**src/rtl/fft_bank_io.sv**
```systemverilog
// Frame buffer front/back end for a two-bank in-place FFT: loads a frame into parity-mapped banks,
// hands the banks to the engine, then streams results out. Optional macro FFT_BANK_IO_BITREV_OUT_EN.
module fft_bank_io #(
    parameter int length = 32,
    parameter int R      = 5
) (
    input  logic                i_clk,
    input  logic                i_rst,
    input  logic [2*length-1:0] s_data,
    input  logic                s_valid,
    output logic                s_ready,
    output logic [2*length-1:0] m_data,
    output logic                m_valid,
    input  logic                m_ready,
    output logic                m_last,
    output logic [2*length-1:0] o_b0_data,
    output logic [2*length-1:0] o_b1_data,
    output logic [R-2:0]        o_b0_addr,
    output logic [R-2:0]        o_b1_addr,
    output logic                o_b0_w_en,
    output logic                o_b1_w_en,
    input  logic [2*length-1:0] i_b0_data,
    input  logic [2*length-1:0] i_b1_data,
    output logic                o_mem_own,
    output logic                o_load_done,
    input  logic                i_fft_done
);
    localparam int W = 2 * length;
    localparam logic [R-1:0] ONE_R  = 1;
    localparam logic [R:0]   ONE_R1 = 1;

    typedef enum logic [1:0] {LOAD, COMPUTE, UNLOAD} state_t;
    state_t state, state_nxt;

    logic [R-1:0] wr_cnt;
    logic [R:0]   rd_cnt;
    logic [R-1:0] out_cnt;
    logic         vld_p1;
    logic         bank_p1;
    logic [W-1:0] fifo_mem [2];
    logic         fifo_wp;
    logic         fifo_rp;
    logic [1:0]   fifo_count;

    logic         load_hs;
    logic         out_hs;
    logic         rd_issue;
    logic [2:0]   occupancy;
    logic [R-1:0] rd_idx;
    logic [R-1:0] acc_idx;
    logic         acc_bank;

`ifdef FFT_BANK_IO_BITREV_OUT_EN
    function automatic logic [R-1:0] bitrev(input logic [R-1:0] k);
        logic [R-1:0] r;
        for (int i = 0; i < R; i++) r[i] = k[R-1-i];
        return r;
    endfunction

    assign rd_idx = bitrev(rd_cnt[R-1:0]);
`else
    assign rd_idx = rd_cnt[R-1:0];
`endif

    assign s_ready   = (state == LOAD);
    assign o_mem_own = (state != COMPUTE);
    assign load_hs   = (state == LOAD) && s_valid && !i_rst;

    assign m_valid = (fifo_count != 2'd0);
    assign m_data  = fifo_mem[fifo_rp];
    assign m_last  = m_valid && (&out_cnt);
    assign out_hs  = m_valid && m_ready;

    // Occupancy after this cycle's pop; lets a read issue every cycle while the consumer keeps up.
    assign occupancy = {1'b0, fifo_count} - {2'b0, out_hs} + {2'b0, vld_p1};
    assign rd_issue  = (state == UNLOAD) && !rd_cnt[R] && (occupancy < 3'd2) && !i_rst;

    assign acc_idx  = (state == UNLOAD) ? rd_idx : wr_cnt;
    assign acc_bank = ^acc_idx;

    assign o_b0_data = s_data;
    assign o_b1_data = s_data;

    always_comb begin
        o_b0_addr = '0;
        o_b1_addr = '0;
        o_b0_w_en = 1'b0;
        o_b1_w_en = 1'b0;
        if (load_hs || rd_issue) begin
            if (acc_bank) begin
                o_b1_addr = acc_idx[R-1:1];
                o_b1_w_en = load_hs;
            end else begin
                o_b0_addr = acc_idx[R-1:1];
                o_b0_w_en = load_hs;
            end
        end
    end

    always_comb begin
        state_nxt = state;
        case (state)
            LOAD:    if (load_hs && (&wr_cnt)) state_nxt = COMPUTE;
            COMPUTE: if (i_fft_done) state_nxt = UNLOAD;
            UNLOAD:  if (out_hs && m_last) state_nxt = LOAD;
            default: state_nxt = LOAD;
        endcase
    end

    // Control state; wr_cnt wraps to zero on the final load handshake.
    always_ff @(posedge i_clk) begin
        if (i_rst) begin
            state       <= LOAD;
            wr_cnt      <= '0;
            rd_cnt      <= '0;
            out_cnt     <= '0;
            vld_p1      <= 1'b0;
            fifo_count  <= 2'd0;
            fifo_wp     <= 1'b0;
            fifo_rp     <= 1'b0;
            o_load_done <= 1'b0;
        end else begin
            state       <= state_nxt;
            o_load_done <= load_hs && (&wr_cnt);
            if (load_hs) wr_cnt <= wr_cnt + ONE_R;
            vld_p1 <= rd_issue;
            if (rd_issue) rd_cnt <= rd_cnt + ONE_R1;
            if (vld_p1) fifo_wp <= ~fifo_wp;
            if (out_hs) begin
                fifo_rp <= ~fifo_rp;
                out_cnt <= out_cnt + ONE_R;
            end
            fifo_count <= fifo_count + {1'b0, vld_p1} - {1'b0, out_hs};
            if (out_hs && m_last) begin
                rd_cnt     <= '0;
                out_cnt    <= '0;
                vld_p1     <= 1'b0;
                fifo_count <= 2'd0;
                fifo_wp    <= 1'b0;
                fifo_rp    <= 1'b0;
            end
        end
    end

    // Read stage p1: bank data arrives one cycle after issue, steered by the bank recorded at issue.
    always_ff @(posedge i_clk) begin
        bank_p1 <= acc_bank;
        if (vld_p1) fifo_mem[fifo_wp] <= bank_p1 ? i_b1_data : i_b0_data;
    end

endmodule

```
**config.mk**
```make
export PLATFORM = sky130hd
export DESIGN_NAME = fft_bank_io
export DESIGN_NICKNAME = d
export VERILOG_FILES = /design/src/rtl/fft_bank_io.sv
export SDC_FILE = /design/constraint.sdc
export NUM_CORES = 1
export LEC_CHECK = 0
export CAP_MARGIN = 20
export CORE_AREA = 4 4 155 157
export CTS_BUF_LIST = sky130_fd_sc_hd__clkbuf_4
export DETAILED_ROUTE_END_ITERATION = 6
export DIE_AREA = 0 0 159 161
export GPL_ROUTABILITY_DRIVEN = 0
export PLACE_DENSITY = 0.68
export SYNTH_ARGS = -nofsm -noshare
export SYNTH_HDL_FRONTEND = slang
export SYNTH_SLANG_ARGS = --single-unit
```
**constraint.sdc**
```tcl
create_clock -name i_clk -period 6.22 [get_ports i_clk]
set_clock_uncertainty 0.05 [all_clocks]
set_input_delay 1.555 -clock i_clk [delete_from_list [all_inputs] [get_ports i_clk]]
set_output_delay 1.555 -clock i_clk [all_outputs]
set_load 0.005 [all_outputs]
```
Yosys cells after proc, flatten, opt, wreduce, memory -nomap -nowiden --
Memory sizes are Yosys's and may differ from the RTL's. A register that Yosys moved wholly into a read port is not among the register bits. Index checks and enable logic that the tools add are counted.
Cells by class: bitwise gates (word level) 2, equality and inequality tests 6, add/subtract/negate cells 7, magnitude comparators 1, reduce and logical (&&, ||, !) cells 19, muxes and demuxes 18
Operators with widths (number):
- 2-to-1 mux 64 bit | 1
- 2-to-1 mux 4 bit | 4
- adder 5 x 1 -> 5 bit (second input constant) | 2
- AND reduction 5 bit | 2
- logical AND 1 bit | 9
- 2-to-1 mux 1 bit | 8
- adder 6 x 1 -> 6 bit (second input constant) | 1
- 2-to-1 mux 2 bit | 3
- != test 2 x 1 -> 1 bit (second input constant) | 3
- case mux 2 bit (3 select lines) | 1
- 2-to-1 mux 5 bit | 1
- XOR reduction 5 bit | 1
- adder 3 x 1 -> 3 bit | 1
- < comparator 3 x 2 -> 1 bit (second input constant) | 1
- AND reduction 3 bit | 1
- subtractor 2 x 1 -> 3 bit | 1
- adder 2 x 1 -> 2 bit | 1
- == test 2 x 1 -> 1 bit (second input constant) | 1
- == test 2 bit (second input constant) | 1
- logical NOT 1 bit | 2
- logical NOT 2 bit | 1
- != test 2 bit (second input constant) | 1
- inverter 1 bit | 2
- nonzero test 2 bit | 1
- 3 further kinds | 3
Storage, ports and cells: bits in writable memories 128, memories kept 1, bits in registers 25, output and inout bits 207, input bits 197, word-level logic and storage cells 64
Memories:
- fifo_mem | depth 2, bits a word 64, rd ports 1, clocked after memory_dff 1, write ports 1, line 40 | logic [W-1:0] fifo_mem [2];

Longest topological paths before layout --
depth in word-level cells 9, depth in mapped cells 12, depth with buffers taken out 10

Worst setup path before layout --
No wires, ideal clock.
kind input-to-output, from input m_ready, to output o_b0_addr[3], arrival time 3.533 ns, path buffers 1, path slack 1.082 ns, stages 11, required time 4.615 ns, cells stage by stage o21ai_1 -> inv_1 -> ha_1 -> inv_1 -> ha_1 -> inv_1 -> fa_1 -> clkbuf_2 -> nand4bb_1 -> nor3_1 -> o21a_1
On the way: longest elaborated chain between the ends 8
Ends and longest elaborated chain:
- start: declaration | line 14 | input logic m_ready,
- logical AND 1 bit | line 72 | assign out_hs = m_valid && m_ready;
- named net out_hs | line 46 | logic out_hs;
- subtractor 2 x 1 -> 3 bit | line 75 | assign occupancy = {1'b0, fifo_count} - {2'b0, out_hs} + {2'b0, vld_p1};
- adder 3 x 1 -> 3 bit | line 75
- < comparator 3 x 2 -> 1 bit | line 76 | assign rd_issue = (state == UNLOAD) && !rd_cnt[R] && (occupancy < 3'd2) && !i_rst;
- logical AND 1 bit (2 in a row) | line 76
- logical OR 1 bit | line 89 | if (load_hs || rd_issue) begin
- 2-to-1 mux 4 bit | line 89
- end: declaration | line 18 | output logic [R-2:0] o_b0_addr,
The timed path passes the listed nets, and every way through them passes these cells.

Final worst setup path --
from input m_ready, to output o_b1_addr[1]
On the way: longest elaborated chain between the ends 8
Ends and longest elaborated chain:
- logical AND 1 bit | line 72
- named net out_hs | line 46
- subtractor 2 x 1 -> 3 bit | line 75
- adder 3 x 1 -> 3 bit | line 75
- < comparator 3 x 2 -> 1 bit | line 76
- logical AND 1 bit (2 in a row) | line 76
- logical OR 1 bit | line 89
- 2-to-1 mux 4 bit | line 89
- end: declaration | line 19 | output logic [R-2:0] o_b1_addr,
The timed path passes the listed nets, and every way through them passes these cells.

==> reports/metrics.csv <==
metric;value;unit
die_area;25600;sq um
io_pins;404;
postRouteAntennaNets;0;
tns;0;ps
critPathCapture;o_b1_addr[1];
hpwl;13940;um
vdd.ir_drop.worst;0.1680;mV
final-max-slew-violation-count;0;
synthesis.area;7785;sq um
seq_area;4369;sq um
dieHeight;161;um
multi_input_area;2365;sq um
synth-async-reset-ratio;0;
worst_setup_hold_path_clk_slew;120;ps
floorplan.die.width;159;um
hold_violations;0;
pwr_density_cell;240.1;nW/um^2
final.setup.worst_slack;185.5;ps
synth-warning-count;0;
finalCoreUtilization;0.4263;
syn2layout_area_growth;23.22;%
cp_data_required_time;4620;ps
critical_path.reg2reg.endpoint;rd_cnt[0]$_SDFFE_PP0P_;
number_of_synthesized_flops_with_an_enable_pin;128;
std_cell_rows;55;
clock_tree.htree_level_count;4;
critical_path_fanout_max;5;
synthesis.instances;558;
post-route-drc-count;0;
globalRouteOverflowTotal;0;
initial_antenna_violation_count;1;
global_route_wire_length_before_repair;27780;um
worstSkewPairLatency;530;ps
cts_inserted_buffers;17;
setup_repair_after_global_routing_missed_its_margin;true;
grt_util_all_layers;0.1398;
postSynthRegisterBits;154;
cts_max_path_buffers;2;
numClockSinks;154;
io_buffers;211;
layout-drive-gt1-share;0.2781;
timing.max_slew.rel_slack;0.3923;
yosysSeqAreaShare;0.5606;
nNetsFinal;852;
final-setup-viol-count;0;
synth_ff_type;sky130_fd_sc_hd__edfxtp_1;
dr.first_iter.drc_count;159;
startpoint_type;primary input;
vias_in_the_first_global_route;4921;
critical_path_class;primary input to output port;
pre_cts_slack;161.9;ps
timing.rr.start;fifo_count[1]$_SDFF_PP0_;
timing.final.crit_share;0.9702;
timing.critical_path.from;m_ready;
rr_worst_depth;11;
max_clock_freq;165.7;MHz
synth.avg_cell_area;13.95;sq um
routed_wl;18790;um
nFillCells;2054;
post-route-min-period;6034;ps
vias_per_cell;4.772;
via_count;4505;
initial_standard_cell_utilization_of_the_core;0.3460;
tritoncts;yes;
cp.arrival;4430;ps
core_area;22500;sq um
cts_root_buffer;sky130_fd_sc_hd__clkbuf_4;
timing.reg2reg.setup_slack;3450;ps
outcome;finished clean;
postCtsHoldBufs;0;
grt_start_max_net_pins;65;
kind_of_path_behind_the_tightest_hold_check;flop to flop;
cap_viol_max_count;0;
number_of_nets_produced_by_synthesis;765;
synth_cell_type_count;46;
p_leak;0.003228;uW
worst-slew-pin-transition;911.6;ps
drt_pass1_iterations;4;
routed_wire_length_per_instance;19.91;um
critPathCaptureType;output port;
placed cells by master, fill, tap and decap left out, types with 5 or more instances in the layout:
cell                              instances
sky130_fd_sc_hd__ha_1                     9
sky130_fd_sc_hd__inv_1                    7
sky130_fd_sc_hd__xor2_1                   5
sky130_fd_sc_hd__clkbuf_4                18
sky130_fd_sc_hd__mux2_2                 130
sky130_fd_sc_hd__clkdlybuf4s50_1        211
sky130_fd_sc_hd__buf_4                    6
sky130_fd_sc_hd__dfxtp_1                 24
sky130_fd_sc_hd__nor2_1                  16
sky130_fd_sc_hd__mux2i_1                  8
sky130_fd_sc_hd__nand3_1                  5
sky130_fd_sc_hd__edfxtp_1               128
sky130_fd_sc_hd__xnor2_1                  7
sky130_fd_sc_hd__a21oi_1                  8
worst max-delay path, cell delays in order:
cell and delay [ps]:
sky130_fd_sc_hd__clkdlybuf4s50_1 470, sky130_fd_sc_hd__o21ai_1 140, sky130_fd_sc_hd__inv_1 70, sky130_fd_sc_hd__ha_1 270, sky130_fd_sc_hd__inv_1 60, sky130_fd_sc_hd__ha_1 130, sky130_fd_sc_hd__inv_1 40, sky130_fd_sc_hd__fa_1 450
sky130_fd_sc_hd__xnor2_2 300, sky130_fd_sc_hd__nand4_1 170, sky130_fd_sc_hd__a21boi_0 230, sky130_fd_sc_hd__clkdlybuf4s50_1 550
cell usage after synthesis (all sizes together) (3+ instances only):
library cell | count | share of area
a21boi | 3 | 0.0029
a21oi | 8 | 0.0051
and2 | 4 | 0.0032
buf | 138 | 0.13
clkbuf | 11 | 0.0055
dfxtp | 26 | 0.067
edfxtp | 128 | 0.49
ha | 9 | 0.014
inv | 7 | 0.0034
mux2 | 130 | 0.19
mux2i | 8 | 0.010
nand2 | 4 | 0.0019
nand3 | 5 | 0.0032
nand3b | 4 | 0.0039
nand4 | 4 | 0.0032
nor2 | 16 | 0.0077
nor4b | 3 | 0.0042
o21ai | 3 | 0.0019
or3b | 4 | 0.0045
xnor2 | 8 | 0.0090
xor2 | 6 | 0.0068
routing by layer:
metal,part of all wire,global-route usage,routed length (um),up-vias
met5,0,0,0,-
met4,0.030,0.05444,559,0
met3,0.082,0.05690,1545,52
met2,0.54,0.2635,10080,247
met1,0.35,0.1363,6608,2129
li1,-,-,-,2077
sequential cells by signal (all words and copies together) (netlist names), named ones only:
name         cells
state            2
vld_p1           1
fifo_wp          1
fifo_mem       128
out_cnt          5
wr_cnt           5
bank_p1          1
rd_cnt           6
o_load_done      1
fifo_rp          1
fifo_count       2
how the worst min path moves through the flow:
| stage | from | to | slack [ps] | cells after the start |
|---|---|---|---|---|
| after floorplan | out_cnt[3]$_SDFFE_PP0P_ | out_cnt[3]$_SDFFE_PP0P_ | 400 | 2 |
| after global placement | out_cnt[3]$_SDFFE_PP0P_ | out_cnt[3]$_SDFFE_PP0P_ | 410 | 2 |
| after detailed placement | out_cnt[3]$_SDFFE_PP0P_ | out_cnt[3]$_SDFFE_PP0P_ | 440 | 2 |
| after CTS | out_cnt[3]$_SDFFE_PP0P_ | out_cnt[3]$_SDFFE_PP0P_ | 460 | 2 |
| after global routing | out_cnt[3]$_SDFFE_PP0P_ | out_cnt[3]$_SDFFE_PP0P_ | 490 | 2 |
| final | out_cnt[3]$_SDFFE_PP0P_ | out_cnt[3]$_SDFFE_PP0P_ | 460 | 2 |
timing repair:
action	CTS	global route
buffers inserted	0	0
endpoints found under the hold margin	0	0
setup endpoints to repair	0	6
gates resized for setup	0	3
power breakdown:
part / switching, uW / internal, uW / total [uW]
combinational: 148 / 290 / 437
clock: 393 / 263 / 655
sequential: 58.2 / 1150 / 1210
total: 598 / 1700 / 2300
cell type report:
type	instances	area share
flip-flops and latches	154	0.4555
multi-input cells	248	0.2465
repair buffers	217	0.2249
well taps	285	0.03717
clock inverters	14	0.01891
clock buffers	18	0.01409
inverters	7	0.002739
diodes	1	0.0002609
cells by family (layout without fill, tap and decap cells):
family                   after synthesis  count (layout)  share of synthesized area
AND/OR/NAND/NOR                       64              64                    0.05062
flip-flops                           154             154                     0.5606
buffers and inverters                156             256                     0.1393
other                                  0               1                          0
multiplexers                         138             138                     0.1983
adder cells (fa/ha/maj)               10              10                    0.01704
AO/OA/AOI/OAI                         22              22                    0.01832
XOR/XNOR                              14              14                    0.01575
stage by stage:
stage	area, sq um	total power (uW)	std cells	hold slack [ps]
detailed placement	9254	1672	911	444.2
finish	9593	2303	944	464.9
CTS	9570	2334	943	462.8
global route	9593	2418	944	492.2
floorplan	7785	1512	558	403.9
global placement	9254	1658	911	413.7
No activity file was read; power rests on OpenSTA's default activity.
